File: src/rtl/counter_pkg.sv
// Shared types for the countdown timer block.
package counter_pkg;

  // Timer control states: IDLE holds the count, RUN decrements, PAUSED freezes.
  typedef enum logic [1:0] {
    IDLE   = 2'd0,
    RUN    = 2'd1,
    PAUSED = 2'd2
  } timer_state_t;

endpackage

File: src/rtl/countdown_timer_tick_gen.sv
// Prescaler for the countdown timer: emits a tick once every PRESCALE enabled
// cycles. The phase is frozen while en is low and forced to zero by clr.
module tick_gen #(
  parameter int PRESCALE = 1
) (
  input  logic clk,
  input  logic rst_n,
  input  logic clr,
  input  logic en,
  output logic tick
);

  generate
    if (PRESCALE <= 1) begin : g_direct
      // Every enabled cycle is a tick; no state is needed.
      logic unused_s;
      assign unused_s = &{1'b0, clk, rst_n, clr};
      assign tick     = en;
    end else begin : g_count
      localparam int PW = $clog2(PRESCALE);
      logic [PW-1:0] phase_r;

      assign tick = en && (phase_r == PW'(PRESCALE - 1));

      // Phase counter: cleared on clr, advances only when enabled, wraps on tick.
      always_ff @(posedge clk or negedge rst_n) begin
        if (!rst_n) begin
          phase_r <= '0;
        end else if (clr) begin
          phase_r <= '0;
        end else if (en) begin
          phase_r <= tick ? '0 : (phase_r + PW'(1));
        end else begin
          phase_r <= phase_r;
        end
      end
    end
  endgenerate

endmodule

File: src/rtl/countdown_timer.sv
// Loadable down-counter with prescaled decrement, start/pause control,
// one-cycle terminal-count pulse and optional auto-reload.
import counter_pkg::*;

module countdown_timer #(
  parameter int WIDTH       = 8,
  parameter int PRESCALE    = 1,
  parameter int AUTO_RELOAD = 0
) (
  input  logic             clk,
  input  logic             rst_n,
  input  logic             ld,
  input  logic [WIDTH-1:0] v,
  input  logic             start,
  input  logic             pause,
  output logic [WIDTH-1:0] count,
  output logic             busy,
  output logic             done
);

  timer_state_t     state_r, state_next_s;
  logic [WIDTH-1:0] count_r, count_next_s;
  logic [WIDTH-1:0] reload_r, reload_next_s;
  logic             done_r, done_next_s;
  logic             busy_r;
  logic             clr_s, en_s, tick_s;

  // Prescaler restarts on a load or a fresh start; it only advances while
  // running and not being paused or loaded this edge.
  assign clr_s = ld || ((state_r == IDLE) && start);
  assign en_s  = (state_r == RUN) && !ld && !pause;

  tick_gen #(.PRESCALE(PRESCALE)) u_tick_gen (
    .clk   (clk),
    .rst_n (rst_n),
    .clr   (clr_s),
    .en    (en_s),
    .tick  (tick_s)
  );

  // Next-state and datapath decisions; priority is ld > pause > start > tick.
  always_comb begin
    state_next_s  = state_r;
    count_next_s  = count_r;
    reload_next_s = reload_r;
    done_next_s   = 1'b0;
    if (ld) begin
      count_next_s  = v;
      reload_next_s = v;
      state_next_s  = IDLE;
    end else begin
      case (state_r)
        IDLE: begin
          if (start) begin
            if (count_r != '0) begin
              state_next_s = RUN;
            end else begin
              done_next_s = 1'b1;
            end
          end else begin
            state_next_s = IDLE;
          end
        end
        RUN: begin
          if (pause) begin
            state_next_s = PAUSED;
          end else if (tick_s) begin
            if (count_r == WIDTH'(1)) begin
              done_next_s = 1'b1;
              if ((AUTO_RELOAD != 0) && (reload_r != '0)) begin
                count_next_s = reload_r;
              end else begin
                count_next_s = '0;
                state_next_s = IDLE;
              end
            end else begin
              count_next_s = count_r - WIDTH'(1);
            end
          end else begin
            state_next_s = RUN;
          end
        end
        PAUSED: begin
          if (start && !pause) begin
            state_next_s = RUN;
          end else begin
            state_next_s = PAUSED;
          end
        end
        default: begin
          state_next_s = IDLE;
        end
      endcase
    end
  end

  // State, count, reload and registered status outputs.
  always_ff @(posedge clk or negedge rst_n) begin
    if (!rst_n) begin
      state_r  <= IDLE;
      count_r  <= '0;
      reload_r <= '0;
      done_r   <= 1'b0;
      busy_r   <= 1'b0;
    end else begin
      state_r  <= state_next_s;
      count_r  <= count_next_s;
      reload_r <= reload_next_s;
      done_r   <= done_next_s;
      busy_r   <= (state_next_s != IDLE);
    end
  end

  assign count = count_r;
  assign busy  = busy_r;
  assign done  = done_r;

endmodule
File: config.mk
export PLATFORM = sky130hd
export DESIGN_NAME = countdown_timer
export DESIGN_NICKNAME = d
export VERILOG_FILES = /design/src/rtl/counter_pkg.sv /design/src/rtl/countdown_timer_tick_gen.sv /design/src/rtl/countdown_timer.sv
export SDC_FILE = /design/constraint.sdc
export NUM_CORES = 1
export LEC_CHECK = 0
export CAP_MARGIN = 30
export CORE_MARGIN = 3
export CORE_UTILIZATION = 49
export CTS_CLUSTER_DIAMETER = 40
export DETAILED_ROUTE_END_ITERATION = 10
export GPL_ROUTABILITY_DRIVEN = 0
export PLACE_DENSITY = 0.82
export SYNTH_ARGS = -nofsm -noshare
export SYNTH_HDL_FRONTEND = slang
export SYNTH_HIERARCHICAL = 1
export SYNTH_SLANG_ARGS = --single-unit
File: constraint.sdc
create_clock -name clk -period 4.6 [get_ports clk]
set_input_delay 0.69 -clock clk [delete_from_list [all_inputs] [get_ports clk]]
set_output_delay 0.69 -clock clk [all_outputs]
set_load 0.02 [all_outputs]
==> impl_results.md, run 1 <==
* Post-CTS sizing at 0
* DRC viols at 0
* Crit path buffers/inverters at 1
* Worst IR Drop VDD at about 0.17 mV
* Switching share of total power at roughly 33%
* Final instance area at between 1000 and 1500 sq um
* Multi-input logic area at roughly 460 sq um
* Clock tree from TritonCTS: yes
* CP required at roughly 4.8 ns
* Critical path's top delay family: simple AND/OR/NAND/NOR gates
* Slowest CP cell: clkdlybuf4s50_1
* Max incr delay on CP at 0.76 ns
* Final worst path period need at 2.940 ns
* Via-to-Cell Ratio at between 5 and 6
* F_max at about 340 MHz
* Least-Margin Pin Slew at 0.6839 ns
* Layout cells sized above 1 at 6.481%
* Drt pass-1 iters at 4
* Syn-to-layout area delta at 29.47%
* Post-synthesis cell area at 798.3 sq um
* Area post-placement at 1011 sq um
* Register share of total power at 47.2%
* Final Core Density at approximately three quarters
* Yosys warnings at 6
* Ant diodes at 0
* Logic pwr share at between 30% and 40%
* Core region area at roughly 1400 sq um
* Syn nets at 103
* Leakage at roughly 0.4 nW
* Crit end category: flop
* # clock sinks at 12
* Syn Area/Cell at about 9 sq um
* DRT Wirelength at about 1.7 mm
* Initial DRC Count at 20
* Clock transition at the registers of the reported paths at ~0.060 ns
* Cell Pwr Density at 280.4 nW/um^2
* Dpl hpwl at between 1 and 1.5 mm
* Total grt overflow at 0
* Die Ht at between 40 and 50 um
* FF+latch area at between 300 and 400 sq um
* Nets@finish at approximately 130
* Bufs on Longest Clock Path at 2
* Post-Layout Cell Count at approximately 120
* ANT nets after route at 0
* Count of final setup violators at 0
* # IOs at 23
* Die X at 46.36 um
* PortBufs at 22
* First-pass GRT wire length at around 2.7 mm
* Relative slew slack at between 50% and 60%
* Tcrit/Tclk final at a little under two thirds
* Clock insertion delay at the later pin of the skew report at roughly 0.27 ns
* Largest net degree at the start of global routing at 24
* Unrepaired setup endpoints after global routing: false
* Setup crit start kind: input pin
* Outcome: finished, final reports clean
* Initial Utilization at between 50 and 60%
* Count of final max-slew check failures at 0
* Synth Instances at 87
* Crit Path Max Fanout at 23
* CP arrival at approximately 3.2 ns
* CP Cell Sequence: clkdlybuf4s50_1, nor4b_1, and4bb_2, nand3_1, a2111oi_0, a221o_1
* Total track usage at between 10% and 20%
* # H-tree levels at 1
* Hold crit path type: reg -> reg
* Final Skew at roughly 0.007 ns
* Core Rows at 13
* Switching Power at 0.00009441 W
* Initial antenna violation count at 0
* TritonCTS Buffers at 3
* Clk network pwr share at 21.7%
* WS Path Type: in -> reg
* Fillers at between 100 and 150
* Die footprint at around 2100 sq um
* P_int at 0.0001954 W
* Max Cap Viol at 0
* Setup_tns at 0 ns
* Wire length per cell at between 10 and 15 um
* Vias at between 700 and 800
* Clk Tree Root Cell: clkbuf_4
* Pre-CTS setup slack at 1.425 ns
* Post-CTS setup buffers at 0
* Hold Violations, Final at 0
* Setup ws final at 1.660 ns
* Vias in the first global route at approximately 660
* Number of hold buffers added after cts at 0
* DP Cell Count at 120
## flip-flops by register name (all words and copies together), names as in the netlist
name / flops
busy: 1
count: 8
state_r: 2
done: 1
## through the flow
step	hold WS (ns)	power, W
2_1_floorplan	0.3944	0.0001901
3_3_place_gp	0.5986	0.0002266
3_5_place_dp	0.6201	0.0002293
4_1_cts	0.6306	0.0002925
5_1_grt	0.6756	0.0003058
6_report	0.6264	0.0002898
## path summary, 6_finish.rpt
check	depth (start not counted)	from	endpoint	slack [ns]
max in group asynchronous	1	rst_n	state_r[1]	3.47
worst min register to register	2	count[5]	count[5]	0.63
min in group asynchronous	1	rst_n	count[1]	0.76
worst max-delay path	6	ld	count[6]	1.66
worst max register to register	5	state_r[1]	count[6]	2.45
worst min-delay path	2	count[5]	count[5]	0.63
## worst min-delay path: cells and delay by family, from the launching register on
kind	cells	cell delay, ns
DFF	1	0.43
AOI/OAI and AO/OA	1	0.06
and+or+nand+nor	1	0.10
## placed cells by master (no fill, tap or decap)
cell and n:
and3_1 1, dfrtp_1 12, nor4b_2 1, inv_1 3
nor2b_1 3, and4bb_2 1, nor3b_2 1, a221o_1 1
nor4b_1 1, ha_1 3, nor4_4 1, a2111oi_0 1
or2_1 1, a32oi_1 1, nor3_1 1, mux2i_1 2
clkbuf_4 3, nand3b_1 2, nor2_1 7, clkdlybuf4s50_1 22
nand3_1 2, nand4bb_1 1, a22oi_1 2, o311ai_1 1
nand2_1 9, o21ai_0 5, nor3b_1 4, nand2b_1 2
o21ai_1 2, nand4b_1 2, a21oi_1 9, xor2_1 1
## final cells by class
type                    instances  area share [%]
repair buffers                 22           21.31
multi-input cells              68           44.55
clock buffers                   3           2.179
well taps                      15           1.816
flip-flops and latches         12           29.06
inverters                       3           1.090
## layer usage
| metal | share of wire, % | track usage [%] | vias to the layer above | wire [um] |
|---|---|---|---|---|
| li1 | - | - | 361 | - |
| met1 | 46 | 24.41 | 329 | 793 |
| met2 | 47 | 25.27 | 23 | 801 |
| met3 | 5.7 | 6.250 | 2 | 98 |
| met4 | 0.82 | 5.114 | 0 | 14 |
| met5 | 0 | 0 | - | 0 |
## power by group through the flow
stage,sequential (W),clock [W],combinational (W)
floorplan,0.000145,0,0.0000455
global placement,0.000137,0,0.0000891
detailed placement,0.000139,0,0.0000905
CTS,0.000137,0.0000648,0.0000910
global route,0.000139,0.0000681,0.0000982
finish,0.000137,0.0000629,0.0000900
Power figures use the tool's default switching activity.
==> run 2, diff against run 1 <==
--- a/config.mk
+++ b/config.mk
@@ -7,11 +7,11 @@
 export LEC_CHECK = 0
 export CAP_MARGIN = 30
 export CORE_MARGIN = 3
-export CORE_UTILIZATION = 49
+export CORE_UTILIZATION = 41
 export CTS_CLUSTER_DIAMETER = 40
 export DETAILED_ROUTE_END_ITERATION = 10
 export GPL_ROUTABILITY_DRIVEN = 0
-export PLACE_DENSITY = 0.82
+export PLACE_DENSITY = 0.73
 export SYNTH_ARGS = -nofsm -noshare
 export SYNTH_HDL_FRONTEND = slang
 export SYNTH_HIERARCHICAL = 1
==> constraint.sdc (replaced) <==
create_clock -name clk -period 2.7 [get_ports clk]
set_input_delay 0.405 -clock clk [delete_from_list [all_inputs] [get_ports clk]]
set_output_delay 0.405 -clock clk [all_outputs]
set_load 0.02 [all_outputs]
==> run 2 against run 1 <==
  * Clock-buffer cell count is the same
  * Critical path depth is the same
  * Sequential power grew 70%
  * Critical path type unchanged
  * Clock power grew 81%
  * Sequential share of layout area shrank 0.55 points
  * Hold slack lost 0.15 ns
==> impl_results.md, run 2 (same netlist as run 1, synthesis figures left out) <==
* Outcome: finished, final reports clean
* Final Core Density at 59.09% (-14 points)
* Initial Utilization at 44.77% (-12 points)
* Clock transition at the registers of the reported paths at 0.08 ns (+0.02 ns)
* Slowest CP cell: nor4b_1
* Tcrit/Tclk final at between 80% and 90%
* Hold Violations, Final at 0 (unchanged)
* Final worst path period need at approximately 2.3 ns
* Unrepaired setup endpoints after global routing: false
* Total track usage at 16.35% (-1.2 points)
* Via-to-Cell Ratio at 5.425 (-6.7%)
* Count of final setup violators at 0 (unchanged)
* Register share of total power at 46.4% (-0.8 points)
* Vias at 727 (+1.7%)
* Ant diodes at 0 (unchanged)
* Clk Tree Root Cell: clkbuf_4
* Die Ht at 50.13 um (+8.1%)
* Setup_tns at 0 ns (unchanged)
* WS Path Type: in -> reg
* Clock tree from TritonCTS: yes
* Die footprint at 2513 sq um (+17%)
* Post-CTS setup buffers at 0 (unchanged)
* Die X at 50.13 um (+8.1%)
* Final Power at 0.0005027 W (+73%)
* Worst R2R Start: state_r[1]
* CP Cell Sequence: clkdlybuf4s50_1, nor4b_1, and4bb_2, nand3_1, a2111oi_0, a221o_1
* F_max at ~430 MHz
* Final Skew at 0.001518 ns (-0.005304 ns)
* Switching share of total power at 33.61% (+1.0 points)
* Logic pwr share at 30.9% (-0.2 points)
* Number of hold buffers added after cts at 0 (unchanged)
* # clock sinks at 12 (unchanged)
* Most common library cell in the layout ignoring fill and taps: clkdlybuf4s50_1
* Initial antenna violation count at 0 (unchanged)
* Cell Pwr Density at 477.2 nW/um^2 (+70%)
* Crit end category: flop
* Bufs on Longest Clock Path at 2 (unchanged)
* Dpl hpwl at 1.311 mm (-1.6%)
* Clock insertion delay at the later pin of the skew report at 0.28 ns (about the same)
* PortBufs at 22 (unchanged)
* Vias in the first global route at 717 (+9.1%)
* Switching Power at 0.0001690 W (+79%)
* CP required at 2.92 ns (-1.89 ns)
* DRC viols at 0 (unchanged)
* Crit Path Max Fanout at 7 (-70%)
* Clk network pwr share at 22.6% (+0.9 points)
* Drt pass-1 iters at 4 (unchanged)
* First-pass GRT wire length at 3.105 mm (+15%)
* Setup crit start kind: input pin
* Max Cap Viol at 0 (unchanged)
* Relative slew slack at 62.48% (+8.2 points)
* Hold crit path type: in -> async
* # H-tree levels at 1 (unchanged)
* Core Rows at 15 (+2)
* Commonest cells after routing, fill and taps aside: clkdlybuf4s50_1, dfrtp_1, nand2_1, a21oi_1, nor2_1
* Hold_ws at 0.4743 ns (-0.1521 ns)
* Total grt overflow at 0 (unchanged)
* Wire length per cell at 13.61 um (-1.9%)
* Max incr delay on CP at 0.56 ns (-0.20 ns)
* Count of final max-slew check failures at 0 (unchanged)
* Least-Margin Pin Slew at 0.5550 ns (-0.1289 ns)
* TritonCTS Buffers at 3 (unchanged)
* Max reg flops at 8 (unchanged)
* Worst Setup SP: pause
* Initial DRC Count at 12 (-40%)
* Leakage at 0.4167 nW (+1.2%)
* Post-CTS sizing at 0 (unchanged)
* # IOs at 23 (unchanged)
* Nets@finish at 127 (+0.79%)
* Syn-to-layout area delta at 31.97%
* Layout cells sized above 1 at 7.339% (+0.86 points)
* DRT Wirelength at 1.824 mm (+6.9%)
* Core region area at 1783 sq um (+26%)
* P_int at 0.0003338 W (+71%)
* Largest net degree at the start of global routing at 23 (-4.2%)
* Worst IR Drop VDD at 0.2461 mV (+45%)
* CP arrival at 2.52 ns (-0.63 ns)
* ANT nets after route at 0 (unchanged)
## run 2: area by class of cell
class	instances	area [sq um]
Tap cell	25	31.28
Clock buffer	3	22.52
Sequential cell	12	300.3
Inverter	3	11.26
Fill cell	163	729.5
Multi-Input combinational cell	68	460.4
Timing Repair Buffer	23	227.7
## run 2: metal layers
metal	share of wire [%]	global-route usage (%)
met1	44	19.66
met5	0	0
met4	1.8	8.295
met2	48	26.09
met3	6.4	4.834
## run 2: worst paths after layout
check	to	slack, ns	cells past startpoint
worst min-delay path	state_r[1]	0.47	1
worst min register to register	count[5]	0.62	2
min in group clk	count[5]	0.62	2
worst max-delay path	count[6]	0.39	6
worst max register to register	count[6]	0.55	5
max in group asynchronous	count[2]	1.87	1
## run 2: power groups by stage
stage	Combinational (W)	Clock [W]	Sequential [W]
finish	0.000156	0.000114	0.000233
global route	0.000171	0.000121	0.000237
CTS	0.000157	0.000116	0.000233
detailed placement	0.000156	0	0.000236
global placement	0.000153	0	0.000234
floorplan	0.0000774	0	0.000246
## run 2: worst max-delay path, delay by kind of cell
family	cells	cell delay (ns)
and+or+nand+nor	3	1.08
buffers and inverters	1	0.49
AOI/OAI and AO/OA	2	0.54
## run 2: stage by stage
| step | setup WS, ns | instances | area, sq um |
|---|---|---|---|
| floorplan | 0.8507 | 87 | 798.3 |
| global placement | 0.3085 | 131 | 1031 |
| detailed placement | 0.1318 | 131 | 1031 |
| CTS | 0.4142 | 134 | 1054 |
| global route | 0.2297 | 134 | 1054 |
| finish | 0.3940 | 134 | 1054 |
